### config.mk
export PLATFORM = sky130hd
export DESIGN_NAME = pipe_hazard_ctrl_flat
export DESIGN_NICKNAME = d
export VERILOG_FILES = /design/src/rtl/pipe_hazard_ctrl_pkg.sv /design/src/rtl/pipe_hazard_ctrl_if.sv /design/src/rtl/pipe_hazard_ctrl_slot_cmp.sv /design/src/rtl/pipe_hazard_ctrl.sv /design/src/flat_wrapper.sv
export SDC_FILE = /design/constraint.sdc
export NUM_CORES = 1
export LEC_CHECK = 0
export BUFFER_PORTS_ARGS = -buffer_cell sky130_fd_sc_hd__buf_2
export CAP_MARGIN = 20
export CORE_UTILIZATION = 53
export DETAILED_ROUTE_END_ITERATION = 10
export MAX_ROUTING_LAYER = met4
export PLACE_DENSITY = 0.87
export SYNTH_ARGS = -nofsm -noshare
export SYNTH_HDL_FRONTEND = slang
export SYNTH_SLANG_ARGS = --single-unit
### constraint.sdc
create_clock -name i_clk -period 3.5 [get_ports i_clk]
set_input_delay 0.7 -clock i_clk [delete_from_list [all_inputs] [get_ports i_clk]]
set_output_delay 0.7 -clock i_clk [all_outputs]
set_load 0.01 [all_outputs]
### src/rtl/pipe_hazard_ctrl_pkg.sv
// pipe_hazard_ctrl_pkg: forwarding encodings, flush pattern and operand-select helper
package pipe_hazard_ctrl_pkg;
  typedef enum logic [1:0] {FWD_RF = 2'd0, FWD_EXM = 2'd1, FWD_MWB = 2'd2} fwd_e;
  localparam logic [1:0] FLUSH_ALL = 2'b11;
  function automatic fwd_e fwd_pick(input logic y0, input logic ld0, input logic y1, input logic rdy1);
    return (y0 && !ld0) ? FWD_EXM : (y1 && rdy1) ? FWD_MWB : FWD_RF;
  endfunction
endpackage

### src/rtl/pipe_hazard_ctrl_if.sv
// pipe_hazard_ctrl_if: decoded ID fields and EX result in, stall/flush/forward controls out
interface pipe_hazard_ctrl_if #(parameter int XLEN = 32, parameter int NUM_REGS = 32, parameter int REG_AW = 5);
  logic i_id_valid;
  logic [REG_AW-1:0] i_id_rs1;
  logic [REG_AW-1:0] i_id_rs2;
  logic i_id_rs1_used;
  logic i_id_rs2_used;
  logic [REG_AW-1:0] i_id_rd;
  logic i_id_wr;
  logic i_id_is_load;
  logic i_ex_br_taken;
  logic i_ext_halt;
  logic o_stall_if;
  logic o_stall_id;
  logic o_bubble_ex;
  logic [1:0] o_flush;
  logic [1:0] o_fwd_rs1;
  logic [1:0] o_fwd_rs2;
  logic [NUM_REGS-1:0] o_busy;
  logic [XLEN-1:0] o_dbg_slots;
  modport master (
    output i_id_valid, i_id_rs1, i_id_rs2, i_id_rs1_used, i_id_rs2_used, i_id_rd, i_id_wr,
           i_id_is_load, i_ex_br_taken, i_ext_halt,
    input  o_stall_if, o_stall_id, o_bubble_ex, o_flush, o_fwd_rs1, o_fwd_rs2, o_busy, o_dbg_slots
  );
  modport slave (
    input  i_id_valid, i_id_rs1, i_id_rs2, i_id_rs1_used, i_id_rs2_used, i_id_rd, i_id_wr,
           i_id_is_load, i_ex_br_taken, i_ext_halt,
    output o_stall_if, o_stall_id, o_bubble_ex, o_flush, o_fwd_rs1, o_fwd_rs2, o_busy, o_dbg_slots
  );
endinterface

### src/rtl/pipe_hazard_ctrl_slot_cmp.sv
// hz_slot_cmp: matches one scoreboard slot against the ID sources; x0 never matches
module hz_slot_cmp #(parameter int REG_AW = 5) (
  input  logic              valid,
  input  logic              wr,
  input  logic              is_load,
  input  logic [REG_AW-1:0] rd,
  input  logic [REG_AW-1:0] rs1,
  input  logic [REG_AW-1:0] rs2,
  input  logic              rs1_used,
  input  logic              rs2_used,
  output logic              m1,
  output logic              m2,
  output logic              ld_m
);
  assign m1 = valid && wr && rs1_used && (rd == rs1) && (|rs1);
  assign m2 = valid && wr && rs2_used && (rd == rs2) && (|rs2);
  assign ld_m = is_load && (m1 || m2);
endmodule

### src/rtl/pipe_hazard_ctrl.sv
// pipe_hazard_ctrl: EX..WB writer scoreboard driving stall, flush, bubble and forwarding
module pipe_hazard_ctrl import pipe_hazard_ctrl_pkg::*; #(
  parameter int XLEN     = 32,
  parameter int NUM_REGS = 32,
  parameter int REG_AW   = 5,
  parameter int STAGES   = 5,
  parameter int LOAD_LAT = 1
) (
  input logic i_clk,
  input logic i_rst,
  pipe_hazard_ctrl_if.slave hz
);
  localparam int N = STAGES - 2;
  localparam int SW = REG_AW + 2;
  localparam logic [N-1:0] LL_MASK = N'((1 << LOAD_LAT) - 1);
  logic [N-1:0] s_v, s_wr, s_ld, m1, m2, ldm, y1, y2;
  logic [REG_AW-1:0] s_rd [N];
  logic [NUM_REGS-1:0] busy;
  logic [XLEN-1:0] dbg;
  logic lu, acc, rdy1, quiet;
  for (genvar k = 0; k < N; k++) begin : g_cmp
    hz_slot_cmp #(.REG_AW(REG_AW)) u_cmp (
      .valid(s_v[k]), .wr(s_wr[k]), .is_load(s_ld[k]), .rd(s_rd[k]),
      .rs1(hz.i_id_rs1), .rs2(hz.i_id_rs2),
      .rs1_used(hz.i_id_rs1_used), .rs2_used(hz.i_id_rs2_used),
      .m1(m1[k]), .m2(m2[k]), .ld_m(ldm[k])
    );
  end
  assign lu = hz.i_id_valid && |(ldm & LL_MASK);
  assign acc = hz.i_id_valid && !hz.i_ex_br_taken && !lu;
  always_ff @(posedge i_clk) begin
    if (i_rst) begin
      s_v <= '0;
      s_wr <= '0;
      s_ld <= '0;
      for (int k = 0; k < N; k++) s_rd[k] <= '0;
    end else if (!hz.i_ext_halt) begin
      s_v <= {s_v[N-2:0], acc};
      s_wr <= {s_wr[N-2:0], acc && hz.i_id_wr};
      s_ld <= {s_ld[N-2:0], acc && hz.i_id_is_load};
      s_rd[0] <= acc ? hz.i_id_rd : '0;
      for (int k = 1; k < N; k++) s_rd[k] <= s_rd[k-1];
    end
  end
  always_comb begin
    busy = '0;
    dbg = '0;
    for (int k = 0; k < N; k++) begin
      if (s_v[k] && s_wr[k]) busy[s_rd[k]] = 1'b1;
      dbg = dbg | (XLEN'({s_v[k], s_ld[k], s_rd[k]}) << (k * SW));
    end
    busy[0] = 1'b0;
  end
  // isolate the youngest matching slot; anything at slot 2 or older reads the write-through regfile
  assign y1 = m1 & (~m1 + N'(1));
  assign y2 = m2 & (~m2 + N'(1));
  assign rdy1 = !s_ld[1] || (LOAD_LAT <= 1);
  assign quiet = i_rst || !hz.i_id_valid || lu;
  assign hz.o_stall_if = !i_rst && (hz.i_ext_halt || (!hz.i_ex_br_taken && lu));
  assign hz.o_stall_id = hz.o_stall_if;
  assign hz.o_bubble_ex = !i_rst && !hz.i_ext_halt && !hz.i_ex_br_taken && lu;
  assign hz.o_flush = (!i_rst && !hz.i_ext_halt && hz.i_ex_br_taken) ? FLUSH_ALL : 2'b00;
  assign hz.o_fwd_rs1 = quiet ? FWD_RF : fwd_pick(y1[0], s_ld[0], y1[1], rdy1);
  assign hz.o_fwd_rs2 = quiet ? FWD_RF : fwd_pick(y2[0], s_ld[0], y2[1], rdy1);
  assign hz.o_busy = i_rst ? '0 : busy;
  assign hz.o_dbg_slots = i_rst ? '0 : dbg;
endmodule
### src/flat_wrapper.sv
// flat-port wrapper written by rule: the top's interface ports become plain ports
module pipe_hazard_ctrl_flat import pipe_hazard_ctrl_pkg::*;
#(
  parameter int XLEN     = 32,
  parameter int NUM_REGS = 32,
  parameter int REG_AW   = 5,
  parameter int STAGES   = 5,
  parameter int LOAD_LAT = 1
)
  (i_clk, i_rst, hz_i_id_valid, hz_i_id_rs1, hz_i_id_rs2, hz_i_id_rs1_used, hz_i_id_rs2_used, hz_i_id_rd, hz_i_id_wr, hz_i_id_is_load, hz_i_ex_br_taken, hz_i_ext_halt, hz_o_stall_if, hz_o_stall_id, hz_o_bubble_ex, hz_o_flush, hz_o_fwd_rs1, hz_o_fwd_rs2, hz_o_busy, hz_o_dbg_slots);
  pipe_hazard_ctrl_if #(.XLEN(XLEN), .NUM_REGS(NUM_REGS), .REG_AW(REG_AW)) hz_i ();
  input logic i_clk;
  input logic i_rst;
  input wire logic [$bits(hz_i.i_id_valid)-1:0] hz_i_id_valid;
  input wire logic [$bits(hz_i.i_id_rs1)-1:0] hz_i_id_rs1;
  input wire logic [$bits(hz_i.i_id_rs2)-1:0] hz_i_id_rs2;
  input wire logic [$bits(hz_i.i_id_rs1_used)-1:0] hz_i_id_rs1_used;
  input wire logic [$bits(hz_i.i_id_rs2_used)-1:0] hz_i_id_rs2_used;
  input wire logic [$bits(hz_i.i_id_rd)-1:0] hz_i_id_rd;
  input wire logic [$bits(hz_i.i_id_wr)-1:0] hz_i_id_wr;
  input wire logic [$bits(hz_i.i_id_is_load)-1:0] hz_i_id_is_load;
  input wire logic [$bits(hz_i.i_ex_br_taken)-1:0] hz_i_ex_br_taken;
  input wire logic [$bits(hz_i.i_ext_halt)-1:0] hz_i_ext_halt;
  output wire logic [$bits(hz_i.o_stall_if)-1:0] hz_o_stall_if;
  output wire logic [$bits(hz_i.o_stall_id)-1:0] hz_o_stall_id;
  output wire logic [$bits(hz_i.o_bubble_ex)-1:0] hz_o_bubble_ex;
  output wire logic [$bits(hz_i.o_flush)-1:0] hz_o_flush;
  output wire logic [$bits(hz_i.o_fwd_rs1)-1:0] hz_o_fwd_rs1;
  output wire logic [$bits(hz_i.o_fwd_rs2)-1:0] hz_o_fwd_rs2;
  output wire logic [$bits(hz_i.o_busy)-1:0] hz_o_busy;
  output wire logic [$bits(hz_i.o_dbg_slots)-1:0] hz_o_dbg_slots;
  assign hz_i.i_id_valid = hz_i_id_valid;
  assign hz_i.i_id_rs1 = hz_i_id_rs1;
  assign hz_i.i_id_rs2 = hz_i_id_rs2;
  assign hz_i.i_id_rs1_used = hz_i_id_rs1_used;
  assign hz_i.i_id_rs2_used = hz_i_id_rs2_used;
  assign hz_i.i_id_rd = hz_i_id_rd;
  assign hz_i.i_id_wr = hz_i_id_wr;
  assign hz_i.i_id_is_load = hz_i_id_is_load;
  assign hz_i.i_ex_br_taken = hz_i_ex_br_taken;
  assign hz_i.i_ext_halt = hz_i_ext_halt;
  assign hz_o_stall_if = hz_i.o_stall_if;
  assign hz_o_stall_id = hz_i.o_stall_id;
  assign hz_o_bubble_ex = hz_i.o_bubble_ex;
  assign hz_o_flush = hz_i.o_flush;
  assign hz_o_fwd_rs1 = hz_i.o_fwd_rs1;
  assign hz_o_fwd_rs2 = hz_i.o_fwd_rs2;
  assign hz_o_busy = hz_i.o_busy;
  assign hz_o_dbg_slots = hz_i.o_dbg_slots;
  pipe_hazard_ctrl #(.XLEN(XLEN), .NUM_REGS(NUM_REGS), .REG_AW(REG_AW), .STAGES(STAGES), .LOAD_LAT(LOAD_LAT)) u_core (.i_clk(i_clk), .i_rst(i_rst), .hz(hz_i));
endmodule
==> results of run 1 <==
[cell usage after synthesis, types with 3 or more instances]
| master | number | share of area (%) |
|---|---|---|
| nand2_1 | 46 | 7.5 |
| a21oi_1 | 29 | 6.3 |
| a22oi_1 | 29 | 9.4 |
| nor2_1 | 24 | 3.9 |
| nor2b_1 | 20 | 5.4 |
| edfxtp_1 | 15 | 19 |
| buf_4 | 14 | 4.5 |
| clkbuf_1 | 14 | 2.3 |
| and2_1 | 11 | 3.0 |
| nor3b_1 | 11 | 3.6 |
| xnor2_1 | 10 | 3.8 |
| xor2_1 | 10 | 3.8 |
| dfxtp_1 | 9 | 7.8 |
| nor3_1 | 9 | 1.9 |
| and3b_1 | 5 | 1.9 |
| o21ai_2 | 5 | 1.9 |
| inv_1 | 4 | 0.65 |
| mux2i_1 | 4 | 1.7 |
| nand3_1 | 4 | 0.86 |
| and3_1 | 3 | 0.81 |
| nor4_1 | 3 | 0.81 |
[layer usage]
layer	up-vias	part of all wire, %	GRT usage, %
li1	1192	-	-
met1	1161	41	40.06
met2	188	47	50.25
met3	15	11	4.833
met4	0	1.4	9.375
met5	-	0	-
[critical path: stages (launching register included)]
cell	delay (ns)
edfxtp_1	0.61
xnor2_1	0.28
nand4_1	0.14
nor4_1	0.50
o21a_1	0.41
and2_1	0.18
buf_2	0.12
[sequential cells by signal, indices dropped and copies added (netlist names)]
register	cells
u_core.s_rd	15
u_core.s_ld	3
u_core.s_v	3
u_core.s_wr	3
[cell usage in the layout (no fill, tap or decap), types with 3 or more instances in the layout]
master / instances
a21oi_1: 29
o21ai_2: 5
inv_1: 4
edfxtp_1: 15
nand3_1: 4
conb_1: 12
and3_1: 3
and3b_1: 5
nor2b_1: 20
clkbuf_8: 3
a22oi_1: 29
buf_2: 84
and2_1: 11
nor4_1: 3
xnor2_1: 10
xor2_1: 10
nand2_1: 46
nor3b_1: 11
nor2_1: 24
dfxtp_1: 9
nor3_1: 9
buf_4: 6
mux2i_1: 4
[area by class of cell]
cell class	count	area, sq um
well taps	50	62.56
flip-flops and latches	24	630.6
fillers	371	1318
inverters	4	15.01
multi-input cells	253	1529
clock buffers	4	66.31
repair buffers	90	465.4
[logic make-up after synthesis]
logic type | Yosys count | share of synthesized area (%)
and+or+nand+nor | 146 | 33.89
AOI/OAI and AO/OA | 69 | 19.95
buffers and inverters | 36 | 8.486
DFF | 24 | 27.24
xor gates and xnor gates | 20 | 7.567
muxes | 6 | 2.703
other | 1 | 0.1620
[power by group]
group	total [mW]	internal [mW]	switching, mW	leakage, nW
combinational	0.125	0.0511	0.0736	0.925
sequential	0.349	0.314	0.0349	0.238
clock	0.214	0.124	0.0901	0.0339
[worst min-delay path by stage]
| stage | endpoint | cells past startpoint |
|---|---|---|
| after floorplan | u_core.s_ld[1] | 2 |
| after global placement | u_core.s_ld[1] | 2 |
| after detailed placement | u_core.s_wr[0] | 2 |
| after CTS | u_core.s_wr[0] | 2 |
| after global routing | u_core.s_v[0] | 2 |
| final | u_core.s_wr[0] | 2 |
[metrics by stage]
| stage | std cells | setup slack (ns) |
|---|---|---|
| detailed placement | 421 | 0.4368 |
| global route | 425 | 0.05661 |
| CTS | 425 | 0.2821 |
| finish | 425 | 0.2783 |
| global placement | 421 | 0.5344 |
| floorplan | 313 | 0.7004 |
==> results by group, run 1 <==
STA
  – Final setup TNS: 0 ns
  – Worst-Margin Slew: about 0.95 ns
  – Fmax: 310.4 MHz
  – Minimum clock period after layout: 3.222 ns
  – Rel. slew slack: 36.24%
  – Hold Violations, Final: 0
  – Setup violators final: 0
  – Fin crit share: 92.05%
  – RSZ-0062 raised after global routing: no
  – WHS: a little under 0.5 ns
  – Slew Limit Fails: 0
  – Final Skew: 0.001479 ns

Hold path
  – Hold wc startpoint: u_core.s_wr[0]
  – Hold Crit Class: flip-flop to flip-flop

Critical path
  – R2r endpoint: u_core.s_rd[0][2]
  – Kind of end point of the critical path: output port
  – CP Class: flip-flop to output port
  – CP required: about 2.8 ns
  – Reg-to-reg critical path startpoint: u_core.s_rd[0][2]
  – R2r setup slk: 1.21 ns
  – Reg2reg path depth: 5
  – Arr. time, crit path: 2.52 ns
  – Critical Path Source: u_core.s_rd[0][2]
  – CP endpoint: hz_o_bubble_ex
  – CP max FO: 12
  – Crit path launch type: flip-flop

Global route
  – Initial antenna violation count: 0
  – First-pass GRT wire length: 10630 um
  – Grt total ovfl: 0
  – Number of global-route vias before repair: 2210
  – Largest net degree at the start of global routing: 61
  – GRT Util Overall: 31.20%

Logic synthesis
  – Yosys reg bits: 24
  – Mean Syn Cell Area: 7.665 sq um
  – Mapped cell area: roughly 2300 sq um
  – Number of synthesized flops with an enable pin: 15
  – Cell count after synthesis: 302
  – Netlist cell types: 38
  – Sequential-to-total area share from yosys stat: roughly 27%
  – Synth warn: 0
  – Ys async rst share: 0%
  – Top_reg_cell synth: edfxtp_1

Placed design
  – Port Buf Inserts: 84
  – Final Wtd Congestion: between 0.9 and 1
  – Hpwl dp: approximately 4800 um
  – DP Area: 2703 sq um

Die
  – Die Y: ~70 um
  – Die ar.: 4636 sq um
  – Row count: 23
  – Initial Util: 56.64%
  – Die W: 68.09 um
  – # IOs: 97
  – Core area: 4086 sq um

Clocking
  – CTS sink count: 24
  – Hold-fix buffers, CTS: 0
  – Clock transition at path regs: 0.08 ns
  – H-tree depth: 1
  – # resized after CTS: 0
  – Worst-skew pair later-pin latency: 0.27 ns
  – Post CTS Setup Buffer Count: 0
  – Root Driver: clkbuf_8
  – CTS tree: done
  – CTS buffer count: 3
  – Clock Path Buffers: 2

Final layout
  – Final #Nets: 400
  – Ratio of cells with drive above 1 in the final layout: 28.27%
  – Area grow syn2layout: 19.62%
  – Final Core Density: between 60 and 70%
  – Design area: between 2000 and 3000 sq um
  – Antenna cells: 0

Power
  – Peak VDD IR: roughly 0.26 mV
  – P per Cell Area: roughly 250 nW/um^2
  – Total power: 688.1 uW
  – Leak: 1.197 nW

Route
  – Starting DRT DRC Count: 324
  – Via count: 2556
  – Vias/cell: 6.014
  – DRT Pass-1 Iters: 5
  – Post-DRT Antenna Nets: 0
  – Final WL: between 6000 and 7000 um
  – DRC viols: 0
  – Routed len/inst: around 16 um

Run status
  – Status: finished, final reports clean

Run
  – Max-Cap Viols: 0
Note: power is estimated with default switching activity, not from simulation.
==> inputs of run 2 (changes only) <==
Settings changed: ABC_AREA from default to 1, CORE_UTILIZATION 53 to 45, PLACE_DENSITY 0.87 to 0.74.
==> results by group, run 2 <==
Logic synthesis
  – Synth warn: 0 (unchanged)
  – Sequential-to-total area share from yosys stat: 24.66% (-2.6 points)
  – Netlist cell types: 30 (-21%)
  – Top post-synthesis cells by count: 87 x inv_1, 77 x nand2_1, 77 x nor2_1, 31 x o21ai_0, 22 x nand3_1
  – Post-synth top area cell: edfxtp_1
  – Mapped cell area: 2557 sq um (+10%)
  – Cell count after synthesis: 424 (+40%)
  – Most common cell in the netlist: inv_1
  – Ys async rst share: 0% (unchanged)
  – Synth area leaders: edfxtp_1 18%, inv_1 13%, nand2_1 11%, nor2_1 11%, dfxtp_1 7.0%
  – Top_reg_cell synth: edfxtp_1
  – Yosys reg bits: 24 (unchanged)
  – Number of synthesized flops with an enable pin: 15 (unchanged)
  – Mean Syn Cell Area: 6.032 sq um (-21%)
  – Top cell type's share of synthesized area: 17.61% (-1.8 points)

Clocking
  – CTS sink count: 24 (unchanged)
  – CTS tree: done
  – Post CTS Setup Buffer Count: 0 (unchanged)
  – # resized after CTS: 0 (unchanged)
  – Clock Path Buffers: 2 (unchanged)
  – Root Driver: clkbuf_8
  – CTS buffer count: 3 (unchanged)
  – Clock transition at path regs: 0.08 ns (about the same)
  – Worst-skew pair later-pin latency: 0.27 ns (about the same)
  – H-tree depth: 1 (unchanged)
  – Hold-fix buffers, CTS: 0 (unchanged)

Global route
  – Grt total ovfl: 0 (unchanged)
  – Initial antenna violation count: 0 (unchanged)
  – Largest net degree at the start of global routing: 33 (-46%)
  – GRT Util Overall: 25.36% (-5.8 points)
  – First-pass GRT wire length: 11930 um (+12%)
  – Number of global-route vias before repair: 2576 (+17%)

STA
  – Final setup TNS: 0 ns (unchanged)
  – Hold Violations, Final: 0 (unchanged)
  – Fmax: 366.8 MHz (+18%)
  – Setup violators final: 0 (unchanged)
  – Worst-Margin Slew: 0.7791 ns (-0.1700 ns)
  – Slew Limit Fails: 0 (unchanged)
  – Rel. slew slack: 48.01% (+12 points)
  – Final Skew: 0.005353 ns (+0.003874 ns)
  – RSZ-0062 raised after global routing: no
  – Final WS setup: 0.7738 ns (+0.4955 ns)
  – Fin crit share: 77.89% (-14 points)
  – WHS: 0.4834 ns (-0.01195 ns)
  – Minimum clock period after layout: 2.726 ns (-0.4955 ns)

Route
  – Via count: 2891 (+13%)
  – Starting DRT DRC Count: 270 (-17%)
  – Post-DRT Antenna Nets: 0 (unchanged)
  – Final WL: 7208 um (+4.6%)
  – Vias/cell: 5.081 (-16%)
  – Routed len/inst: 12.67 um (-22%)
  – DRT Pass-1 Iters: 5 (unchanged)
  – DRC viols: 0 (unchanged)

Die
  – # IOs: 97 (unchanged)
  – Core area: 5507 sq um (+35%)
  – Die Y: 77.39 um (+14%)
  – Die ar.: 5988 sq um (+29%)
  – Die W: 77.39 um (+14%)
  – Row count: 27 (+17%)
  – Initial Util: 46.44% (-10 points)

Run
  – Max-Cap Viols: 0 (unchanged)

Placed design
  – Hpwl dp: 5693 um (+20%)
  – Final Wtd Congestion: 0.9293 (-1.4%)
  – Port Buf Inserts: 84 (unchanged)
  – Place WS: 0.7563 ns (+0.3195 ns)

Hold path
  – Hold Crit Class: flip-flop to flip-flop

Final layout
  – Multi-input logic area: 1455 sq um (-4.8%)
  – Max FFs per register: 15 (unchanged)
  – Fill cells: 568 (+53%)
  – Antenna cells: 0 (unchanged)
  – Ratio of cells with drive above 1 in the final layout: 20.52% (-7.7 points)
  – Commonest non-fill, non-tap cells in the layout: 87 x inv_1, 84 x buf_2, 77 x nand2_1, 77 x nor2_1, 31 x o21ai_0
  – Reg area: 630.6 sq um (unchanged)
  – Final #Nets: 522 (+31%)
  – Area grow syn2layout: 17.91%
  – Commonest non-fill, non-tap cell in the layout: inv_1
  – Biggest register: u_core.s_rd

Critical path
  – CP required: 2.80 ns (about the same)
  – CP Class: input pin to output port
  – CP max FO: 32 (+20)
  – Crit path launch type: input pin
  – Arr. time, crit path: 2.03 ns (-0.49 ns)
  – Kind of end point of the critical path: output port

Power
  – Leak: 1.761 nW (+47%)
  – P per Cell Area: 227.8 nW/um^2 (-8.3%)
  – Peak VDD IR: 0.2380 mV (-8.5%)

Run status
  – Status: finished, final reports clean
-- run 2: cell types whose count changed after synthesis, moves of 27 or more --
cell,previous run,this run
a21oi_1,29,2
a22oi_1,29,0
inv_1,4,87
nand2_1,46,77
nor2_1,24,77
o21ai_0,0,31
-- run 2: final cells by class --
class / count / share of cell area [%]
multi-input combinational: 292 / 48.26
sequential: 24 / 20.91
inverter: 92 / 11.45
clock buffer: 4 / 2.199
tap: 72 / 2.988
timing repair buffer: 85 / 14.19
-- run 2: worst max-delay path, cell delays in order --
cell and delay [ns]:
buf_2 0.24, inv_1 0.63, o21ai_0 0.22, inv_1 0.09
buf_2 0.12
-- run 2: kinds of logic (layout without fill, tap and decap cells) --
logic type	count (synthesis)	after routing	synth area share, %
simple gates	205	205	35.27
flops	24	24	24.66
other cells	1	12	0.1466
buf+inv	119	181	20.06
compound gates	60	60	14.73
xor+xnor	15	15	5.137
-- run 2: per-stage QoR --
stage	power (mW)	util [%]	std cells	cell area, sq um
after floorplan	0.4430	-	435	2599
after global placement	0.4776	53.56	565	2949
after detailed placement	0.4806	53.56	565	2949
after CTS	0.6879	54.76	569	3015
after global routing	0.7175	54.76	569	3015
final	0.6871	54.76	569	3015
-- run 2: worst paths after layout --
path                        to               from  slack, ns  cells after the start
max              hz_o_busy[21]              i_rst       0.77                      5
min reg2reg     u_core.s_wr[2]     u_core.s_wr[2]       0.48                      2
max reg2reg  u_core.s_rd[0][3]  u_core.s_rd[0][2]       1.73                     10
min             u_core.s_wr[2]     u_core.s_wr[2]       0.48                      2
-- run 2: layer usage --
layer  global-route usage [%]  vias to the layer above  wire (um)
li1                         -                     1451          -
met1                    32.28                     1259       3164
met2                    41.95                      154       3267
met3                    1.882                       27        565
met4                    9.811                        0        211
met5                        -                        -          0
-- run 2: power by group --
| part | switching [mW] | internal (mW) | total [mW] |
|---|---|---|---|
| clock | 0.0874 | 0.124 | 0.212 |
| sequential | 0.0234 | 0.313 | 0.337 |
| combinational | 0.0925 | 0.0462 | 0.139 |
| total | 0.203 | 0.484 | 0.687 |
